## src/rtl/key_debounce_multi_pkg.sv

```systemverilog
// ============================================================================
// Module   : key_pkg
// Brief    : Shared types, default 50 MHz timing and width helper for the
//            multi-channel key debouncer.
// Revision : 1.0
// ============================================================================
`default_nettype none

package key_pkg;

    typedef enum logic [1:0] {
        REL = 2'd0,
        PRS = 2'd1,
        LNG = 2'd2
    } key_fsm_e;

    localparam int DEF_DEBOUNCE_CYC = 1_000_000;
    localparam int DEF_LONG_CYC     = 50_000_000;
    localparam int DEF_REPEAT_CYC   = 10_000_000;

    function automatic int cnt_width(input int n);
        return (n < 2) ? 1 : $clog2(n);
    endfunction

endpackage

`default_nettype wire

```

## src/rtl/key_debounce_multi_ch.sv

```systemverilog
// ============================================================================
// Module   : key_debounce_ch
// Brief    : One key channel: 2-flop synchroniser, stability counter and
//            REL/PRS/LNG event FSM with hold and repeat counters.
// Revision : 1.0
// ============================================================================
`default_nettype none

module key_debounce_ch
    import key_pkg::*;
#(
    parameter int DEBOUNCE_CYC = DEF_DEBOUNCE_CYC,
    parameter int LONG_CYC     = DEF_LONG_CYC,
    parameter int REPEAT_CYC   = DEF_REPEAT_CYC,
    parameter int REPEAT_EN    = 1,
    parameter int ACTIVE_LOW   = 1
) (
    input  logic sys_clk,
    input  logic sys_rst,
    input  logic key_in,
    output logic key_state,
    output logic press_pulse,
    output logic release_pulse,
    output logic long_pulse,
    output logic repeat_pulse,
    output logic press_next
);

    localparam int DW = cnt_width(DEBOUNCE_CYC);
    localparam int HW = cnt_width(LONG_CYC);
    localparam int RW = cnt_width(REPEAT_CYC);

    localparam logic          RELEASED_LVL = (ACTIVE_LOW != 0);
    localparam logic [DW-1:0] DB_LAST      = DW'(DEBOUNCE_CYC - 1);
    localparam logic [HW-1:0] LONG_LAST    = HW'(LONG_CYC - 1);
    localparam logic [RW-1:0] RPT_LAST     = RW'(REPEAT_CYC - 1);

    logic [1:0]    sync_q, sync_d;
    logic          level_q, level_d;
    logic [DW-1:0] cnt_q, cnt_d;
    key_fsm_e      fsm_q, fsm_d;
    logic [HW-1:0] hold_q, hold_d;
    logic [RW-1:0] rpt_q, rpt_d;
    logic          press_q, press_d;
    logic          release_q, release_d;
    logic          long_q, long_d;
    logic          repeat_q, repeat_d;
    logic          pressed;
    logic          accept;

    always_comb begin
        sync_d    = {sync_q[0], key_in};
        level_d   = level_q;
        cnt_d     = cnt_q;
        fsm_d     = fsm_q;
        hold_d    = hold_q;
        rpt_d     = rpt_q;
        press_d   = 1'b0;
        release_d = 1'b0;
        long_d    = 1'b0;
        repeat_d  = 1'b0;
        accept    = 1'b0;
        pressed   = sync_q[1] ^ RELEASED_LVL;

        if (pressed == level_q) begin
            cnt_d = '0;
        end else if (cnt_q == DB_LAST) begin
            level_d = pressed;
            cnt_d   = '0;
            accept  = 1'b1;
        end else begin
            cnt_d = cnt_q + DW'(1);
        end

        // An accepted release is tested first so it pre-empts long/repeat.
        case (fsm_q)
            REL: begin
                if (accept && pressed) begin
                    fsm_d   = PRS;
                    press_d = 1'b1;
                    hold_d  = '0;
                end
            end
            PRS: begin
                if (accept && !pressed) begin
                    fsm_d     = REL;
                    release_d = 1'b1;
                    hold_d    = '0;
                    rpt_d     = '0;
                end else if (hold_q == LONG_LAST) begin
                    fsm_d  = LNG;
                    long_d = 1'b1;
                    hold_d = '0;
                end else begin
                    hold_d = hold_q + HW'(1);
                end
            end
            LNG: begin
                if (accept && !pressed) begin
                    fsm_d     = REL;
                    release_d = 1'b1;
                    hold_d    = '0;
                    rpt_d     = '0;
                end else if (REPEAT_EN != 0) begin
                    if (rpt_q == RPT_LAST) begin
                        rpt_d    = '0;
                        repeat_d = 1'b1;
                    end else begin
                        rpt_d = rpt_q + RW'(1);
                    end
                end
            end
            default: fsm_d = REL;
        endcase
    end

    always_ff @(posedge sys_clk) begin
        if (sys_rst) begin
            sync_q    <= {2{RELEASED_LVL}};
            level_q   <= 1'b0;
            cnt_q     <= '0;
            fsm_q     <= REL;
            hold_q    <= '0;
            rpt_q     <= '0;
            press_q   <= 1'b0;
            release_q <= 1'b0;
            long_q    <= 1'b0;
            repeat_q  <= 1'b0;
        end else begin
            sync_q    <= sync_d;
            level_q   <= level_d;
            cnt_q     <= cnt_d;
            fsm_q     <= fsm_d;
            hold_q    <= hold_d;
            rpt_q     <= rpt_d;
            press_q   <= press_d;
            release_q <= release_d;
            long_q    <= long_d;
            repeat_q  <= repeat_d;
        end
    end

    assign key_state     = level_q;
    assign press_pulse   = press_q;
    assign release_pulse = release_q;
    assign long_pulse    = long_q;
    assign repeat_pulse  = repeat_q;
    assign press_next    = press_d;

endmodule

`default_nettype wire

```

## src/rtl/key_debounce_multi.sv

```systemverilog
// ============================================================================
// Module   : key_debounce_multi
// Brief    : N-channel key debouncer and press/release/long/repeat event
//            generator with a combined any_press flag.
// Revision : 1.0
// ============================================================================
`default_nettype none

module key_debounce_multi
    import key_pkg::*;
#(
    parameter int NUM_KEYS     = 4,
    parameter int DEBOUNCE_CYC = DEF_DEBOUNCE_CYC,
    parameter int LONG_CYC     = DEF_LONG_CYC,
    parameter int REPEAT_CYC   = DEF_REPEAT_CYC,
    parameter int REPEAT_EN    = 1,
    parameter int ACTIVE_LOW   = 1
) (
    input  logic                sys_clk,
    input  logic                sys_rst,
    input  logic [NUM_KEYS-1:0] key_in,
    output logic [NUM_KEYS-1:0] key_state,
    output logic [NUM_KEYS-1:0] press_pulse,
    output logic [NUM_KEYS-1:0] release_pulse,
    output logic [NUM_KEYS-1:0] long_pulse,
    output logic [NUM_KEYS-1:0] repeat_pulse,
    output logic                any_press
);

    logic [NUM_KEYS-1:0] press_next;
    logic                any_press_q, any_press_d;

    for (genvar k = 0; k < NUM_KEYS; k++) begin : g_ch
        key_debounce_ch #(
            .DEBOUNCE_CYC (DEBOUNCE_CYC),
            .LONG_CYC     (LONG_CYC),
            .REPEAT_CYC   (REPEAT_CYC),
            .REPEAT_EN    (REPEAT_EN),
            .ACTIVE_LOW   (ACTIVE_LOW)
        ) u_ch (
            .sys_clk       (sys_clk),
            .sys_rst       (sys_rst),
            .key_in        (key_in[k]),
            .key_state     (key_state[k]),
            .press_pulse   (press_pulse[k]),
            .release_pulse (release_pulse[k]),
            .long_pulse    (long_pulse[k]),
            .repeat_pulse  (repeat_pulse[k]),
            .press_next    (press_next[k])
        );
    end

    // Built from next-state press bits so it lands in the same cycle.
    always_comb begin
        any_press_d = |press_next;
    end

    always_ff @(posedge sys_clk) begin
        if (sys_rst) begin
            any_press_q <= 1'b0;
        end else begin
            any_press_q <= any_press_d;
        end
    end

    assign any_press = any_press_q;

endmodule

`default_nettype wire
```

## config.mk

```make
export PLATFORM = sky130hd
export DESIGN_NAME = key_debounce_multi
export DESIGN_NICKNAME = d
export VERILOG_FILES = /design/src/rtl/key_debounce_multi_pkg.sv /design/src/rtl/key_debounce_multi_ch.sv /design/src/rtl/key_debounce_multi.sv
export SDC_FILE = /design/constraint.sdc
export NUM_CORES = 1
export LEC_CHECK = 0
export ABC_AREA = 1
export BUFFER_PORTS_ARGS = -buffer_cell sky130_fd_sc_hd__buf_4
export CAP_MARGIN = 5
export CORE_MARGIN = 8
export CORE_UTILIZATION = 65
export CTS_CLUSTER_DIAMETER = 150
export CTS_CLUSTER_SIZE = 10
export DETAILED_ROUTE_END_ITERATION = 12
export GPL_TIMING_DRIVEN = 1
export PLACE_DENSITY_LB_ADDON = 0.08
export SYNTH_ARGS = -nofsm -noshare
export SYNTH_HDL_FRONTEND = slang
export SYNTH_SLANG_ARGS = --single-unit
export TNS_END_PERCENT = 30
```

## constraint.sdc

```tcl
create_clock -name sys_clk -period 5.2 [get_ports sys_clk]
set_input_delay 1.04 -clock sys_clk [delete_from_list [all_inputs] [get_ports sys_clk]]
set_output_delay 1.04 -clock sys_clk [all_outputs]
set_load 0.01 [all_outputs]
```

======== Word level (Yosys, flattened, before mapping) ========
Cells that the tools add are included.
word-level totals
  flip-flop bits (word level) ............. 317
  bits of input ports ..................... 6
cells by class
  bitwise operators ....................... 20
  muxes and demuxes ....................... 84
  reduce and logical (&&, ||, !) cells .... 57
  equality and inequality tests ........... 40
  add/subtract/negate cells ............... 12
operators with widths
  cell                                                                    number
  26-bit 2-to-1 mux                                                       16
  26-bit one-hot mux with 3 select lines                                  4
  24-bit 2-to-1 mux                                                       12
  24-bit one-hot mux with 2 select lines                                  4
  26-bit by 1-bit adder with 26-bit output (second input constant)        4
  26-bit equality test (second input constant)                            4
  24-bit by 1-bit adder with 24-bit output (second input constant)        4
  24-bit equality test (second input constant)                            4
  20-bit by 1-bit adder with 20-bit output (second input constant)        4
  20-bit equality test (second input constant)                            4
  3-bit OR reduction                                                      12
  2-bit 2-to-1 mux                                                        16
  1-bit 2-to-1 mux                                                        28
  2-bit by 1-bit != test with 1-bit output (second input constant)        12
  2-bit one-hot mux with 3 select lines                                   4
  3-bit AND reduction                                                     8
  1-bit inverter                                                          20
  2-bit AND reduction                                                     8
  2-bit OR reduction                                                      8
  3-bit by 1-bit != test with 1-bit output (second input constant)        4
  3-bit nonzero test                                                      4
  2-bit by 1-bit equality test with 1-bit output (second input constant)  4
  2-bit equality test (second input constant)                             4
  1-bit logical AND                                                       8
  4 further kinds                                                         13

======== Depth between registers and ports, before layout ========
Gate-level depths: netlist of the first run.
  depth after elaboration ................. 7
  mapped depth ............................ 14

======== By module ========
A second synthesis of the first run with hierarchy kept.
second synthesis, totals
  cell total of the unflattened synthesis .. 3255
  area, all modules ....................... 19944.1 um2
modules (own cells, without submodules)
  module                               cells each  area each (um2)  times used
  key_debounce_ch at g_ch[0].u_ch ...  832         5086.1           2
  key_debounce_ch at g_ch[1].u_ch      835         5098.6           1
  key_debounce_ch at g_ch[3].u_ch      752         4640.7           1
  key_debounce_multi                   4           32.5             1

======== Worst setup path after synthesis of the first run ========
Ideal clock, no wire load.
  kind .................................... in2reg
  start point ............................. input sys_rst
  end point ............................... register g_ch[3].u_ch.rpt_q[17]
  data arrival time ....................... 2122 ps
  stages on the path ...................... 7
  slack ................................... 3018 ps
  setup time .............................. 60 ps
  cells stage by stage .................... clkbuf_8 inv_1 buf_2 clkbuf_1 clkbuf_1 nand4_1 nand2_1
RTL lines
  what                    line                          RTL
  start: declaration      key_debounce_multi.sv:20      input logic sys_rst,
  end signal: assignment  key_debounce_multi_ch.sv:135  rpt_q <= rpt_d;
  end: declaration        key_debounce_multi_ch.sv:43   logic [RW-1:0] rpt_q, rpt_d;

======== Worst setup path in the final report of the first run ========
  start point ............................. register g_ch[0].u_ch.cnt_q[0]
  end point ............................... register g_ch[0].u_ch.hold_q[9]
on the way
  cells in the longest elaborated chain, start to end .. 6
  elaborated cells between the ends (all ways) .. 10
  classes of those cells .................. eq/ne: 3; mux: 4; reduce/logical: 3
ends and longest elaborated chain
  what                                                                           line                                                                                   RTL
  start: declaration                                                             key_debounce_multi_ch.sv:40                                                            logic [DW-1:0] cnt_q, cnt_d;
  start signal: assignment                                                       key_debounce_multi_ch.sv:132                                                           cnt_q <= cnt_d;
  20-bit equality test *                                                         key_debounce_multi_ch.sv:67                                                            end else if (cnt_q == DB_LAST) begin
  1-bit 2-to-1 mux *                                                             key_debounce_multi_ch.sv:67
  1-bit 2-to-1 mux *                                                             key_debounce_multi_ch.sv:65                                                            if (pressed == level_q) begin
  1-bit logical AND (on tied branches)                                           key_debounce_multi_ch.sv:85, key_debounce_multi_ch.sv:99, key_debounce_multi_ch.sv:78
  26-bit 2-to-1 mux or 2-bit by 1-bit != test with 1-bit output (tied branches)  --
  26-bit one-hot mux with 3 select lines or 3-bit AND reduction (tied branches)  --
  end signal: assignment                                                         key_debounce_multi_ch.sv:134                                                           hold_q <= hold_d;
  end: declaration                                                               key_debounce_multi_ch.sv:42                                                            logic [HW-1:0] hold_q, hold_d;
Every way passes the cells marked *; elsewhere a longest branch is shown, timed or not.
A chain may end at the register's enable or synchronous reset.

==> impl_metrics.toml, run 1 <==
[cells_and_area]
syn_to_final_growth_pct = 5.77
final_nets = 3215
antennaDiodeCount = 0
post_route_cells_drive_above_1_share = 0.0644
final_util = 0.701

[timing]
relSlewSlack = 0.349
finClkSkew_ns = 0.0202
finalHoldViolCount = 0
tightest_slew_ns = 0.976
slew_viol_final = 0
rsz0062_at_grt = "no"
period_needed_ns = 2.73
fmax_mhz = 366
fin_crit_sh = 0.526
setup_violations = 0
fin_hold_ws_ns = 0.412
tns_ns = 0
setup_ws_ns = 2.47

[worst_setup_path]
timing.critical_path.arrival_ns = 3.15
critPathMaxFanout = 32
crit_path_end_kind = "flip-flop"
critPathKind = "flip-flop to flip-flop"
cp-start-kind = "flip-flop"
worstPathRequired_ns = 5.61

[synthesis]
syn_area_sq_mm = 0.0197
ys_types = 53
ys.flop_type = "dfxtp_1"
ys_async_sr_fraction = 0
ys_seq_area_frac = 0.322
postSynthCellCount = 3204
synth_edf_count = 0
synthTopCellsByArea = "dfxtp_1, nand2_1, nor2_1"
synth_nets = 3238
yosysWarnings = 0
syn_avg_cell_area_sq_um = 6.15
ys_ff_latch = 317
yosys.area.top_type_share = 0.322
yosys.area.top_type = "dfxtp_1"

[die]
rows = 63
die_w_um = 190
dieArea_sq_mm = 0.0361
initial_core_util = 0.663
core_sq_mm = 0.0297
die_h_um = 190
num_io_pins = 27

[clocking]
clockRootBuffer = "clkbuf_16"
htreeDepth = 2
numCtsBuffers = 37
clk_pin_slew_ns = 0.05
clock_latency_ns = 0.52
ctsLongestPathBuffers = 3
clock-sinks = 317
post_cts_resized = 0
cts_tree = "done"
ctsHoldBuffers = 0
post_cts_buffers = 0

[power_and_ir_drop]
power_mw = 4.73
p_int_mw = 3.71
p_comb_frac = 0.014
pwr-share-seq = 0.515
power_density_mw_per_mm2 = 227
peakVddDrop_mv = 0.251
clockPowerShare = 0.471
switching_share = 0.217
netSwitchingPower_mw = 1.02
leakagePower_nw = 7.88

[detailed_routing]
drc_errors = 0
ant_nets = 0
via_per_inst = 5.46
drtIter0Drc = 1461
dr.pass1.iters = 6
post_drt_wl_per_cell_um = 13.5
drt-total-wl_um = 48100
vias = 19500

[global_route]
grt_max_degree = 80
grt_pass1_wl_um = 83200
grt_antenna_before_repair = 0
grt_remaining_overflow = 0
grt_pass1_vias = 18200
grt_use_total = 0.264

[run]
cap_violations = 0

[placement]
port_buffers = 26
pre_cts_ws_ns = 2.22
globalplace.congestion = 0.958
hpwlAfterDp_um = 34200

[run_status]
outcome = "finished, final reports clean"

[min_path]
hold_path.class = "flip-flop to flip-flop"
[routing by layer]
layer  wire length, um  part of all wire  vias up  global-route usage
met2             22500              0.47      562               0.454
met5                 0                 0        -                   0
met4              1140             0.024        0              0.0839
met3              2650             0.055       86              0.0313
met1             21900              0.45     8800               0.340
li1                  -                 -    10000                   -
[worst paths after layout]
kind | start | end | slack [ns] | depth (start not counted)
setup / recovery | g_ch[0].u_ch.cnt_q[0] | g_ch[0].u_ch.hold_q[9] | 2.47 | 10
hold / removal | g_ch[1].u_ch.sync_q[0] | g_ch[1].u_ch.sync_q[1] | 0.41 | 1
setup reg to reg | g_ch[0].u_ch.cnt_q[0] | g_ch[0].u_ch.hold_q[9] | 2.47 | 10
hold reg to reg | g_ch[1].u_ch.sync_q[0] | g_ch[1].u_ch.sync_q[1] | 0.41 | 1
[layout make-up]
class	instances	area [sq um]
well taps	390	488
clock inverters	3	22.5
clock buffers	37	926
multi-input cells	2419	11400
repair buffers	33	248
fillers	2666	8880
flip-flops and latches	317	6350
inverters	373	1400
[Yosys cell counts, drive strengths merged, types with 2 or more instances]
master  instances
nor3           96
o21bai         13
nand3b          5
dfxtp         317
ha             28
xnor2          14
nand4         118
inv           372
o21ba           2
o21a            4
nand3         220
o21ai          75
nor4            8
clkbuf         38
or2            24
buf            57
xor2           78
and3            2
nand2         913
a21oi         142
nor2          662
o211ai          3
nor3b           6
[logic make-up after synthesis]
kind of cell,count (synthesis),share of synthesized area
flops,317,0.322
buf+inv,468,0.0990
fa+ha+maj,28,0.0178
simple gates,2055,0.452
compound gates,244,0.0677
xor+xnor,92,0.0409
[sequential cells by signal, indices dropped and copies added (netlist names)]
name                     cells
g_ch.u_ch.hold_q           104
g_ch.u_ch.repeat_pulse       4
g_ch.u_ch.release_pulse      4
g_ch.u_ch.key_state          4
any_press                    1
g_ch.u_ch.rpt_q             96
g_ch.u_ch.press_pulse        4
g_ch.u_ch.long_pulse         4
g_ch.u_ch.fsm_q              8
g_ch.u_ch.sync_q             8
g_ch.u_ch.cnt_q             80
[stage by stage]
stage / instances / cell area [sq um]
after global placement: 3532 / 19900
after global routing: 3572 / 20800
final: 3572 / 20800
after CTS: 3572 / 20800
after floorplan: 3204 / 19700
after detailed placement: 3532 / 19900
[power by group through the flow]
stage,sequential (mW),clock [mW],combinational (mW)
detailed placement,2.49,0,0.0639
finish,2.44,2.23,0.0643
global placement,2.49,0,0.0623
floorplan,2.49,0,0.0482
global route,2.44,2.36,0.0716
CTS,2.44,2.26,0.0641
[placed cells by master, fill, tap and decap left out, drive strengths merged, types with 28 or more instances in the layout]
master / synthesis / final
nand4: 118 / 118
xor2: 78 / 78
inv: 372 / 374
nand3: 220 / 220
nor2: 662 / 662
ha: 28 / 28
a21oi: 142 / 142
o21ai: 75 / 75
nand2: 913 / 913
buf: 57 / 33
nor3: 96 / 96
clkbuf: 38 / 37
dfxtp: 317 / 317
[worst max-delay path, cell delays in order (launching register included)]
cell     delay, ns
dfxtp_1       0.38
ha_1          0.22
nand3_2       0.14
nor2_4        0.18
nand4_4       0.15
nand2_2       0.19
nand3_2       0.55
inv_2         0.58
nand2_1       0.10
nand2_1       0.08
nor2_1        0.05
Note: power is estimated with default switching activity, not from simulation.
==> run 2: changes to the inputs <==
Settings changed: CORE_UTILIZATION 65 to 64.
Clock period 5.2 ns to 2.8 ns, I/O delays scaled along.
==> run 2 against run 1 <==
Against the previous run: global-route usage increased by 0.088 points; sequential share of layout area fell by 0.24 points; clock power up 90%; clock-buffer cell count rose by 2; first-iteration DRC count fell by 4.4%; non-clock buffer count increased by 14; cell area increased by 0.80%; sequential cell count unchanged; combinational power grew 110%; highest routed layer unchanged; hold slack worse by 0.20 ns.
==> impl_metrics.toml, run 2 (synthesized netlist as in run 1, its figures left out) <==
[placement]
dp.cells = 3552
globalplace.congestion = 0.996
hpwlAfterDp_um = 35500
pre_cts_ws_ns = 0.571
port_buffers = 26

[worst_setup_path]
max_stage_delay_ns = 0.41
crit_path_end_kind = "flip-flop"
slowest_stage = "nand2_1"
crit_chain = "ha_1 > nand2_1 > nor2_4 > nand4_4 > nand2_2 > nand2_1 > o21ai_0 > a21oi_1"
cpMostUsedCell = "nand2_1"
worstPathRequired_ns = 3.18
critPathMaxFanout = 16
cp-start-kind = "flip-flop"
timing.critical_path.arrival_ns = 2.68
critPathKind = "flip-flop to flip-flop"

[global_route]
grt_max_degree = 83
grt_antenna_before_repair = 0
grt_pass1_wl_um = 83800
grt_remaining_overflow = 0
grt_pass1_vias = 18500
grt_use_total = 0.265

[run_status]
outcome = "finished, final reports clean"

[timing]
tightest_slew_ns = 1.18
rsz0062_at_grt = "no"
fin_crit_sh = 0.820
fmax_mhz = 436
finalHoldViolCount = 0
relSlewSlack = 0.210
finClkSkew_ns = 0.0150
slew_viol_final = 0
tns_ns = 0
setup_ws_ns = 0.504
period_needed_ns = 2.30
fin_hold_ws_ns = 0.217
setup_violations = 0

[clocking]
clockRootBuffer = "clkbuf_16"
htreeDepth = 2
numCtsBuffers = 37
ctsHoldBuffers = 0
cts_tree = "done"
post_cts_buffers = 0
clock-sinks = 317
ctsLongestPathBuffers = 3
clk_pin_slew_ns = 0.06
clock_latency_ns = 0.52
post_cts_resized = 0

[cells_and_area]
regMostFlops = "g_ch.u_ch.hold_q"
final_common_cell = "nand2_1"
reg_top3 = "g_ch.u_ch.hold_q (104), g_ch.u_ch.rpt_q (96), g_ch.u_ch.cnt_q (80)"
final_cell_mix = "nand2_1, nor2_1, inv_1, dfxtp_1, nand3_1"
final_util = 0.690
final_cells = 3593
post_route_cells_drive_above_1_share = 0.0688
antennaDiodeCount = 0
largest_reg_flops = 104
syn_to_final_growth_pct = 6.61
final_nets = 3229

[die]
dieArea_sq_mm = 0.0366
initial_core_util = 0.647
rows = 64
die_h_um = 191
num_io_pins = 27
core_sq_mm = 0.0304
die_w_um = 191

[min_path]
hold_path.class = "input port to flip-flop"

[detailed_routing]
drc_errors = 0
wl_met2_um = 22600
ant_nets = 0
post_drt_wl_per_cell_um = 13.6
drtIter0Drc = 1397
routed-wl-met3_um = 2940
dr.pass1.iters = 5
drt-total-wl_um = 48800
vias = 19700
wl_met1_um = 21800
top_layer = "met4"
via_per_inst = 5.48

[power_and_ir_drop]
p_comb_frac = 0.015
leakagePower_nw = 7.97
switching_share = 0.214
pwr-share-seq = 0.508
clockPowerShare = 0.477
p_int_mw = 7.00
power_density_mw_per_mm2 = 424
peakVddDrop_mv = 0.512
netSwitchingPower_mw = 1.91

[run]
cap_violations = 0
[run 2: final cells by class]
| cell class | instances | area [sq um] |
|---|---|---|
| repair buffers | 47 | 365 |
| flip-flops and latches | 317 | 6350 |
| clock inverters | 2 | 13.8 |
| clock buffers | 39 | 976 |
| multi-input cells | 2419 | 11400 |
| well taps | 396 | 495 |
| inverters | 373 | 1400 |
| fillers | 2799 | 9430 |
[run 2: power by group through the flow]
stage	clock, mW	sequential, mW	combinational (mW)
floorplan	0	4.62	0.0894
global placement	0	4.62	0.131
detailed placement	0	4.62	0.134
CTS	4.33	4.52	0.135
global route	4.49	4.52	0.148
finish	4.24	4.52	0.135
[run 2: path summary, 6_finish.rpt]
path                               start                endpoint  slack (ns)  cells past startpoint
hold / removal                 key_in[3]  g_ch[3].u_ch.sync_q[0]        0.22                      2
setup / recovery   g_ch[2].u_ch.cnt_q[0]   g_ch[2].u_ch.rpt_q[3]        0.50                      8
hold reg to reg   g_ch[2].u_ch.sync_q[0]  g_ch[2].u_ch.sync_q[1]        0.40                      1
setup reg to reg   g_ch[2].u_ch.cnt_q[0]   g_ch[2].u_ch.rpt_q[3]        0.50                      8
[run 2: routing by layer]
metal | track usage | up-vias
met1 | 0.338 | 8926
met4 | 0.0921 | 0
met2 | 0.455 | 598
met3 | 0.0341 | 105
met5 | 0 | -
li1 | - | 10100
[run 2: critical path: cells and delay by family, from the launching register on]
kind	cells	cell delay [ns]
compound gates	2	0.46
flops	1	0.36
fa+ha+maj	1	0.19
simple gates	5	1.15
[run 2: through the flow]
step           cell area (sq um)  power [mW]
2_1_floorplan              19700        4.71
3_3_place_gp               20000        4.75
3_5_place_dp               20000        4.76
4_1_cts                    21000        8.99
5_1_grt                    21000        9.16
6_report                   21000        8.90
==> run 3: changes to the inputs <==
Settings changed: CORE_UTILIZATION 64 to 58.
Clock period 2.8 ns to 2.1 ns, I/O delays scaled along.
==> run 3 against run 2 <==
Against the previous run: die area increased by 9.5%; register-to-register slack got worse by 0.35 ns; clock-buffer cell count decreased by 2; first-iteration DRC count decreased by 21%; sequential power increased by 33%; total power increased by 31%; non-clock buffer count increased by 55; critical endpoint is now g_ch[1].u_ch.hold_q[24]; highest routed layer unchanged.
==> impl_metrics.toml, run 3 (synthesized netlist as in run 1, its figures left out) <==
[run_status]
outcome = "finished, final reports clean"

[worst_setup_path]
rr_endpoint = "g_ch[1].u_ch.hold_q[24]"
crit_path_end_kind = "flip-flop"
r2r-start = "g_ch[1].u_ch.cnt_q[0]"
cp-startpoint = "g_ch[1].u_ch.cnt_q[0]"
rr_worst_depth = 12
critPathKind = "flip-flop to flip-flop"
cp-start-kind = "flip-flop"
max_stage_delay_ns = 0.35
worstPathRequired_ns = 2.51
cpMostUsedCell = "nand2_4"
timing.critical_path.arrival_ns = 2.36
crit_chain = "ha_2 > nand2_4 > nor2_4 > nand2_2 > nor2_4 > nand3_4 > nand2_4 > nand2_4 > nor2_8 > nand2_1 > nand2_1 > nor2_1"
reg2reg_slack_ns = 0.15
critPathMaxFanout = 19
slowest_stage = "dfxtp_1"

[timing]
finalHoldViolCount = 0
fmax_mhz = 514
setup_violations = 0
period_needed_ns = 1.95
relSlewSlack = 0.554
setup_ws_ns = 0.153
slew_viol_final = 0
tightest_slew_ns = 0.666
finClkSkew_ns = 0.0148
rsz0062_at_grt = "yes"
fin_crit_sh = 0.927
tns_ns = 0

[cells_and_area]
final_nets = 3284
final_common_cell = "nand2_1"
fillCellCount = 3257
largest_reg_flops = 104
regMostFlops = "g_ch.u_ch.hold_q"
post_route_cells_drive_above_1_share = 0.0859
finalInstanceArea_sq_mm = 0.0215
syn_to_final_growth_pct = 9.30
reg_top3 = "g_ch.u_ch.hold_q (104), g_ch.u_ch.rpt_q (96), g_ch.u_ch.cnt_q (80)"
antennaDiodeCount = 0
final_cell_mix = "nand2_1, nor2_1, inv_1, dfxtp_1, nand3_1"

[clocking]
clockRootBuffer = "clkbuf_16"
numCtsBuffers = 37
htreeDepth = 2
ctsLongestPathBuffers = 3
clock-sinks = 317
cts_tree = "done"
clock_latency_ns = 0.52
clk_pin_slew_ns = 0.05

[min_path]
holdCritStartpoint = "key_in[1]"
hold_depth = 2
hold_path.class = "input port to flip-flop"
hold_end = "g_ch[1].u_ch.sync_q[0]"

[placement]
placed_cell_area_sq_mm = 0.0205
globalplace.congestion = 0.995
hpwlAfterDp_um = 36300
port_buffers = 26
pre_cts_ws_ns = 0.0384

[die]
die_w_um = 200
rows = 67
core_sq_mm = 0.0335
dieArea_sq_mm = 0.0401
num_io_pins = 27
initial_core_util = 0.587
die_h_um = 200

[run]
cap_violations = 0

[global_route]
grt_antenna_before_repair = 0
grt_use_total = 0.236
grt_remaining_overflow = 0
grt_max_degree = 56
grt_pass1_wl_um = 83800
grt_pass1_vias = 18400

[power_and_ir_drop]
leakagePower_nw = 8.25
power_mw = 11.7
peakVddDrop_mv = 0.678
power_density_mw_per_mm2 = 542

[detailed_routing]
vias = 19700
drc_errors = 0
ant_nets = 0
drt-total-wl_um = 49500
post_drt_wl_per_cell_um = 13.4
drtIter0Drc = 1104
via_per_inst = 5.33
dr.pass1.iters = 5
==> run 3: critical path, delay by kind of cell (launching register included) <==
| kind | cells | cell delay [ns] |
|---|---|---|
| DFF | 1 | 0.35 |
| adders and majority gates | 1 | 0.22 |
| and+or+nand+nor | 11 | 1.27 |
==> run 3: how the worst max path moves through the flow <==
| stage | endpoint | slack [ns] | cells past startpoint |
|---|---|---|---|
| floorplan | g_ch[1].u_ch.rpt_q[12] | 0.31 | 9 |
| global placement | g_ch[2].u_ch.hold_q[22] | 0.17 | 11 |
| detailed placement | g_ch[1].u_ch.hold_q[24] | 0.04 | 10 |
| CTS | g_ch[1].u_ch.hold_q[24] | 0.02 | 10 |
| global route | g_ch[1].u_ch.rpt_q[5] | -0.04 | 12 |
| finish | g_ch[1].u_ch.hold_q[24] | 0.15 | 12 |
==> run 3: layout make-up <==
type / count / area, sq um / share of cell area
Multi-Input combinational cell: 2419 / 11400 / 0.531
Tap cell: 448 / 561 / 0.0260
Clock buffer: 37 / 926 / 0.0430
Inverter: 373 / 1410 / 0.0653
Sequential cell: 317 / 6350 / 0.295
Timing Repair Buffer: 102 / 845 / 0.0392
Clock inverter: 1 / 5.00 / 0.000232
==> run 3: timing repair <==
action | CTS | global route
buffers inserted | 0 | 3
hold buffers | 0 | 0
resized for setup | 0 | 15
endpoints found under the setup margin | 0 | 55
hold endpoints to repair | 0 | 0
==> run 3: metal layers <==
| layer | share of wire | GRT usage |
|---|---|---|
| met1 | 0.46 | 0.304 |
| met2 | 0.46 | 0.407 |
| met3 | 0.048 | 0.0276 |
| met4 | 0.028 | 0.0786 |
| met5 | 0 | 0 |
==> run 3: metrics by stage <==
stage	hold WS, ns	std cells	utilization
2_1_floorplan	0.389	3204	-
3_3_place_gp	0.398	3656	0.612
3_5_place_dp	0.395	3656	0.612
4_1_cts	0.0689	3694	0.640
5_1_grt	0.0821	3697	0.642
6_report	0.0835	3697	0.642
==> run 3: power by group <==
part,switching (mW),internal (mW),total (mW)
logic,0.133,0.0516,0.184
registers,0.00714,6.03,6.03
clock network,2.35,3.09,5.45
total,2.49,9.17,11.7
